### src/rtl/store_size_unit_pkg.sv
// Shared size codes and FSM encoding for the store-size sequencer.
// The load-size extractor decodes the same size codes.
package ss_pkg;

    localparam logic [1:0] SS_WORD = 2'b00;
    localparam logic [1:0] SS_HALF = 2'b10;
    localparam logic [1:0] SS_BYTE = 2'b01;
    localparam logic [1:0] SS_RSVD = 2'b11;

    typedef enum logic [1:0] {
        IDLE  = 2'd0,
        READ  = 2'd1,
        WRITE = 2'd2,
        DONE  = 2'd3
    } ss_state_t;

    // Sub-word stores must fetch the surrounding word before writing it back.
    function automatic logic ss_needs_rmw(input logic [1:0] size);
        return (size == SS_HALF) || (size == SS_BYTE);
    endfunction

endpackage

### src/rtl/store_size_unit_if.sv
// Request and data-memory bundle between the control unit, the store-size
// sequencer and data memory. master = control/memory side, slave = the sequencer.
interface store_size_if;

    logic        start;
    logic [1:0]  SScontroler;
    logic [31:0] addr;
    logic [31:0] B_out;
    logic [31:0] mem_rd_data;
    logic [31:0] mem_addr;
    logic        mem_wr;
    logic [31:0] mem_wr_data;
    logic        busy;
    logic        done;

    modport master (
        output start, SScontroler, addr, B_out, mem_rd_data,
        input  mem_addr, mem_wr, mem_wr_data, busy, done
    );

    modport slave (
        input  start, SScontroler, addr, B_out, mem_rd_data,
        output mem_addr, mem_wr, mem_wr_data, busy, done
    );

endinterface

### src/rtl/store_size_unit_merge.sv
// Merge store data into the fetched memory word; sub-words sit in the low bits.
// Latency: combinational.
// Backpressure: none, pure function of its inputs.
module ss_merge
    import ss_pkg::*;
(
    input  logic [1:0]  size,
    input  logic [31:0] mem_word,
    input  logic [31:0] store_data,
    output logic [31:0] merged
);

    always_comb begin
        merged = store_data;
        unique case (size)
            SS_HALF: merged = {mem_word[31:16], store_data[15:0]};
            SS_BYTE: merged = {mem_word[31:8],  store_data[7:0]};
            default: merged = store_data;
        endcase
    end

endmodule

### src/rtl/store_size_unit.sv
// Store-size sequencer: direct word writes, read-modify-write for half/byte.
// Latency: word write in cycle 1 / done cycle 2; sub-word write cycle MEM_LAT+2 / done MEM_LAT+3.
// Backpressure: none; start is only sampled in IDLE and is dropped otherwise.
module store_size_unit
    import ss_pkg::*;
#(
    parameter int MEM_LAT = 1
) (
    input  logic         clk,
    input  logic         reset,
    store_size_if.slave  bus
);

    localparam logic [2:0] READ_LAST = 3'(MEM_LAT);

    ss_state_t   state_q, state_d;
    logic [2:0]  cnt_q,   cnt_d;
    logic [1:0]  size_q,  size_d;
    logic [31:0] addr_q,  addr_d;
    logic [31:0] data_q,  data_d;
    logic [31:0] rd_q,    rd_d;
    logic [31:0] merged;

    ss_merge u_merge (
        .size       (size_q),
        .mem_word   (rd_q),
        .store_data (data_q),
        .merged     (merged)
    );

    always_ff @(posedge clk) begin
        if (reset) begin
            state_q <= IDLE;
            cnt_q   <= '0;
            size_q  <= '0;
            addr_q  <= '0;
            data_q  <= '0;
            rd_q    <= '0;
        end else begin
            state_q <= state_d;
            cnt_q   <= cnt_d;
            size_q  <= size_d;
            addr_q  <= addr_d;
            data_q  <= data_d;
            rd_q    <= rd_d;
        end
    end

    always_comb begin
        state_d = state_q;
        cnt_d   = cnt_q;
        size_d  = size_q;
        addr_d  = addr_q;
        data_d  = data_q;
        rd_d    = rd_q;

        unique case (state_q)
            IDLE: begin
                if (bus.start) begin
                    size_d = bus.SScontroler;
                    addr_d = bus.addr;
                    data_d = bus.B_out;
                    cnt_d  = '0;
                    if (bus.SScontroler == SS_WORD) begin
                        state_d = WRITE;
                    end else if (ss_needs_rmw(bus.SScontroler)) begin
                        state_d = READ;
                    end else begin
                        state_d = DONE;
                    end
                end
            end
            READ: begin
                // Counter reaches MEM_LAT on the last READ cycle; read data is valid by then.
                if (cnt_q == READ_LAST) begin
                    rd_d    = bus.mem_rd_data;
                    state_d = WRITE;
                end else begin
                    cnt_d = cnt_q + 3'd1;
                end
            end
            WRITE:   state_d = DONE;
            DONE:    state_d = IDLE;
            default: state_d = IDLE;
        endcase
    end

    assign bus.busy        = (state_q != IDLE);
    assign bus.done        = (state_q == DONE);
    assign bus.mem_wr      = (state_q == WRITE);
    assign bus.mem_addr    = ((state_q == READ) || (state_q == WRITE)) ? addr_q : 32'h0;
    assign bus.mem_wr_data = (state_q == WRITE) ? merged : 32'h0;

endmodule

### src/flat_wrapper.sv
// flat-port wrapper written by rule: the top's interface ports become plain ports
module store_size_unit_flat import ss_pkg::*;
#(
    parameter int MEM_LAT = 1
)
  (clk, reset, bus_start, bus_SScontroler, bus_addr, bus_B_out, bus_mem_rd_data, bus_mem_addr, bus_mem_wr, bus_mem_wr_data, bus_busy, bus_done);
  store_size_if bus_i ();
  input  logic clk;
  input  logic reset;
  input wire logic [$bits(bus_i.start)-1:0] bus_start;
  input wire logic [$bits(bus_i.SScontroler)-1:0] bus_SScontroler;
  input wire logic [$bits(bus_i.addr)-1:0] bus_addr;
  input wire logic [$bits(bus_i.B_out)-1:0] bus_B_out;
  input wire logic [$bits(bus_i.mem_rd_data)-1:0] bus_mem_rd_data;
  output wire logic [$bits(bus_i.mem_addr)-1:0] bus_mem_addr;
  output wire logic [$bits(bus_i.mem_wr)-1:0] bus_mem_wr;
  output wire logic [$bits(bus_i.mem_wr_data)-1:0] bus_mem_wr_data;
  output wire logic [$bits(bus_i.busy)-1:0] bus_busy;
  output wire logic [$bits(bus_i.done)-1:0] bus_done;
  assign bus_i.start = bus_start;
  assign bus_i.SScontroler = bus_SScontroler;
  assign bus_i.addr = bus_addr;
  assign bus_i.B_out = bus_B_out;
  assign bus_i.mem_rd_data = bus_mem_rd_data;
  assign bus_mem_addr = bus_i.mem_addr;
  assign bus_mem_wr = bus_i.mem_wr;
  assign bus_mem_wr_data = bus_i.mem_wr_data;
  assign bus_busy = bus_i.busy;
  assign bus_done = bus_i.done;
  store_size_unit #(.MEM_LAT(MEM_LAT)) u_core (.clk(clk), .reset(reset), .bus(bus_i));
endmodule
### config.mk
export PLATFORM = sky130hd
export DESIGN_NAME = store_size_unit_flat
export DESIGN_NICKNAME = d
export VERILOG_FILES = /design/src/rtl/store_size_unit_pkg.sv /design/src/rtl/store_size_unit_if.sv /design/src/rtl/store_size_unit_merge.sv /design/src/rtl/store_size_unit.sv /design/src/flat_wrapper.sv
export SDC_FILE = /design/constraint.sdc
export NUM_CORES = 1
export LEC_CHECK = 0
export CORE_ASPECT_RATIO = 1.2
export CORE_MARGIN = 4
export CORE_UTILIZATION = 44
export CTS_BUF_LIST = sky130_fd_sc_hd__clkbuf_16
export CTS_CLUSTER_SIZE = 25
export DETAILED_ROUTE_END_ITERATION = 10
export HOLD_SLACK_MARGIN = 0.03
export PLACE_DENSITY = 0.8
export SKIP_LAST_GASP = 1
export SLEW_MARGIN = 15
export SYNTH_ARGS = -nofsm -noshare
export SYNTH_HDL_FRONTEND = slang
export SYNTH_SLANG_ARGS = --single-unit
### constraint.sdc
create_clock -name clk -period 1.7 [get_ports clk]
set_input_delay 0.255 -clock clk [delete_from_list [all_inputs] [get_ports clk]]
set_output_delay 0.255 -clock clk [all_outputs]
set_load 0.02 [all_outputs]
Word-level counts from Yosys, hierarchy flattened

Index checks and enable logic that the tools add are counted.

Bits in registers: 103
Word-level logic and storage cells: 39
Input port bits: 101

$add $sub $neg: 1
Reductions and logical operators: 10
Equality and inequality tests: 11
Mux-type cells: 11

Operators with widths:

| kind                                                  | number |
|---|---|
| two-way mux 32 bit                                    | 2 |
| one-hot mux 32 bit (2 select lines)                   | 1 |
| equality test 2 bit, second input constant            | 4 |
| two-way mux 2 bit                                     | 4 |
| one-hot mux 2 bit (4 select lines)                    | 1 |
| equality test 2 x 1 -> 1 bit, second input constant   | 3 |
| two-way mux 3 bit                                     | 2 |
| one-hot mux 3 bit (2 select lines)                    | 1 |
| AND reduction 2 bit                                   | 3 |
| zero test 2 bit                                       | 2 |
| inequality test 2 bit, second input constant          | 2 |
| nonzero test 2 bit                                    | 2 |
| adder 3 x 1 -> 3 bit, second input constant           | 1 |
| equality test 3 x 1 -> 1 bit, second input constant   | 1 |
| AND reduction 3 bit                                   | 1 |
| logical OR 1 bit                                      | 2 |
| inequality test 2 x 1 -> 1 bit, second input constant | 1 |

Longest topological paths before layout

Depth after elaboration: 6
Gate-level depth with buffers: 8
Depth with buffers taken out: 5

Hierarchy

From an unflattened synthesis, not the netlist that was laid out.

Cell total of the unflattened synthesis: 618
Area total of the unflattened synthesis: 4,589.4 sq um

By module, submodules not included:

| module          | seq. area each (sq um) | cells an instance | area each (sq um) | times used |
|---|---|---|---|---|
| store_size_unit | 2,062.0                | 541               | 4,154.0           | 1 |
| ss_merge        | 0.0                    | 77                | 435.4             | 1 |

Least setup slack after synthesis

No wires, ideal clock.

Path type: register -> output
From: register u_core.size_q[0]
To: output port bus_mem_wr_data[21]
Stages on the path, launching flop included: 9
Slack: -147 ps
Buffers on the path: 3
Arrival time: 1,592 ps
Path through: dfxtp_1 > inv_1 > ha_1 > buf_6 > o21ba_4 > buf_6 > buf_8 > a22oi_1 > nor2b_1

Word-level cells in the longest chain between the ends: 3
Elaborated cells between the ends (all ways): 4
Those cells by class: eq/ne (2); mux (2)

RTL lines:

| item                                                                | line                        | RTL |
|---|---|---|
| from (decl)                                                         | store_size_unit.sv:18       | `logic [1:0] size_q, size_d;` |
| from (signal assigned)                                              | store_size_unit.sv:42       | `size_q <= size_d;` |
| equality test 2 x 1 -> 1 bit or equality test 2 bit (tied branches) | store_size_unit_merge.sv:15 | `unique case (size)` |
| one-hot mux 32 bit (2 select lines) *                               | store_size_unit_merge.sv:15 |  |
| two-way mux 32 bit *                                                | store_size_unit.sv:92       | `assign bus.mem_wr_data = (state_q == WRITE) ? merged : 32'h0;` |
| to (decl)                                                           | flat_wrapper.sv:17          | `output wire logic [$bits(bus_i.mem_wr_data)-1:0] bus_mem_wr_data;` |

Every way passes the cells marked *; elsewhere a longest branch is shown, timed or not.

Worst setup path after layout

From: register u_core.size_q[0]
To: output port bus_mem_wr_data[18]

Same word-level chain as after synthesis.

==> impl_metrics.json <==
{
  "worstSkewPairLatency_ns": 0.33,
  "cts_buffers": 9,
  "finalNonFillerCells": 832,
  "cts_max_level": 3,
  "grt_pass1_wl_microns": 20800,
  "yosysSeqAreaShare_pct": 44.7,
  "first_global_vias": 4242,
  "cts.path.max_buffers": 2,
  "dp.cells": 802,
  "post_drt_via_cell_ratio": 5.16,
  "wl_per_cell_microns": 16.0,
  "cp_data_arrival_time_ns": 1.68,
  "drive_gt1_share_pct": 29.6,
  "drtPass1Iterations": 8,
  "synth_edf_count": 0,
  "fin_crit_sh_pct": 114,
  "grt_usage_pct": 22.8,
  "grt_overflow": 0,
  "leakagePower_nw": 2.65,
  "rsz0062_at_grt": "true",
  "synth_seq_cells": 95,
  "dp_hpwl_microns": 8440,
  "start_kind": "register",
  "post_synth_num_cell_types": 31,
  "nFillCells": 696,
  "p_total_mw": 8.65,
  "maxSlewViolCount": 0,
  "worstHoldPathType": "primary input to register",
  "drc": 0,
  "routed_wl_microns": 13300,
  "drt_iter0_markers": 196,
  "slew_headroom_pct": 67.9,
  "synth-async-reset-ratio_pct": 0,
  "grt_max_degree": 48,
  "crit_fanout": 8,
  "hold_viol": 0,
  "place.gp.congestion": 0.796,
  "synthFlopType": "dfxtp_1",
  "antenna_cells": 0,
  "failed_checks": "negative setup slack",
  "worst-path-buf-inv": 2,
  "path_clk_slew_ns": 0.07,
  "portBuffers": 159,
  "drv_cap": 0,
  "end_kind": "output port",
  "synth_nets": 654,
  "syn_to_final_growth_pct": 61.6,
  "crit_chain": "inv_2 > ha_4 > o21ba_4 > a22oi_2 > nor2b_2 > buf_6",
  "die-area_sq_um": 11300,
  "place_area_sq_um": 6000,
  "yosys-top-cells-count": "180 x nand2_1, 95 x dfxtp_1, 91 x a21oi_1, 41 x and2_1, 25 x nor2b_1",
  "io_pins": 168,
  "period_needed_ns": 1.94,
  "vias": 4296,
  "synth_top_area_share_pct": 44.7,
  "outcome": "finished with violations",
  "hold_buffers": 0,
  "fin_skew_ns": 0.00588,
  "cpPeakStageDelay_ns": 0.35,
  "cts_tree": "done",
  "cts_root_buffer": "clkbuf_16",
  "avgSynthCellArea_sq_um": 7.83,
  "fin_area_sq_um": 6880,
  "rows": 39,
  "synth_area_sq_um": 4260,
  "hold_slack_ns": 0.383,
  "max_clock_freq_mhz": 516,
  "worst_slew_pin_slew_ns": 0.482,
  "final_antenna_net_count": 0,
  "cp.required_ns": 1.44,
  "die_h_microns": 116,
  "cts.sink_count": 95,
  "layout_setup_ws_ns": -0.237,
  "antenna_found_initial": 0,
  "cp_top_family": "compound AO/OA/AOI/OAI gates",
  "die_w_microns": 97.8,
  "power_density_nw_per_um2": 1260,
  "dp_slack_ns": -0.540,
  "synth.area.top_cells": "dfxtp_1 45%, nand2_1 16%, a21oi_1 11%, and2_1 6.0%, a22oi_1 4.2%",
  "initial_core_util_pct": 45.0,
  "ys_warn_count": 0,
  "r2r_slack_ns": 0.10,
  "synth_top_cell_by_area": "dfxtp_1",
  "setup_viol": 57,
  "yosysMostFrequentCell": "nand2_1",
  "ir_drop_mv": 0.801,
  "cp_slowest_cell": "o21ba_4",
  "criticalPathCategory": "register to output port",
  "core_sq_um": 9470,
  "final_nets": 816,
  "syn_inst": 544
}
==> final timing paths <==
path | startpoint | endpoint | cells after the start
worst max-delay path | u_core.size_q[0]$_SDFFE_PP0P_ | bus_mem_wr_data[18] | 6
worst min-delay path | reset | u_core.data_q[23]$_SDFFE_PP0P_ | 2
worst max register to register | u_core.state_q[0]$_SDFFE_PP0P_ | u_core.state_q[1]$_SDFFE_PP0P_ | 8
worst min register to register | u_core.data_q[7]$_SDFFE_PP0P_ | u_core.data_q[7]$_SDFFE_PP0P_ | 2
==> state kept, by name, summed over array words and instances (netlist names) <==
signal and count:
u_core.addr_q 32, u_core.state_q 2, u_core.size_q 2, u_core.rd_q 24, u_core.data_q 32, u_core.cnt_q 3
==> where the power goes <==
part           total, mW  internal (mW)  switching, mW
clock               2.11           1.28          0.831
combinational       3.78           2.01           1.77
sequential          2.76           2.55          0.210
total               8.65           5.83           2.81
==> logic make-up after synthesis <==
logic type / count (synthesis) / share of synthesized area [%]
AOI/OAI and AO/OA: 122 / 16.5
adders and majority gates: 9 / 2.64
buffers and inverters: 52 / 7.26
DFF: 95 / 44.7
muxes: 3 / 0.734
and+or+nand+nor: 263 / 28.2
==> layout make-up <==
class	instances	area (sq um)	share of cell area [%]
multi-input cells	398	2370	34.4
repair buffers	194	2110	30.6
flip-flops and latches	95	1910	27.7
clock buffers	9	225	3.27
well taps	123	154	2.24
clock inverters	5	85.1	1.24
inverters	8	35.0	0.509
==> layout by cell type (no fill, tap or decap), drive strengths merged, types with 2 or more instances in the layout <==
cell,count
o21ba,2
nor2,4
a211o,2
dfxtp,95
bufinv,2
buf,98
a22oi,24
ha,9
nand2b,5
clkinv,2
nand2,181
clkdlybuf4s50,91
nor2b,25
a21oi,92
dlygate4sd2,2
inv,8
and2,41
clkbuf,10
mux2i,2
==> layer usage <==
metal	vias up	wire length, microns	track usage [%]
met3	29	963	5.24
met1	1995	5110	25.5
met5	-	0	0
li1	2086	-	-
met2	186	6900	41.2
met4	0	367	11.0
==> stage by stage <==
stage	util, %	TNS, ns
finish	72.7	-7.60
global route	72.7	-10.29
CTS	70.3	-8.73
detailed placement	63.4	-18.49
global placement	63.4	-16.52
floorplan	-	-0.249
==> timing repair <==
action,in CTS,in global routing
endpoints found under the setup margin,67,64
pin swaps,19,29
resized for setup,400,66
buffers inserted,9,2
gates cloned,5,1
(Power assumes the default switching activity.)
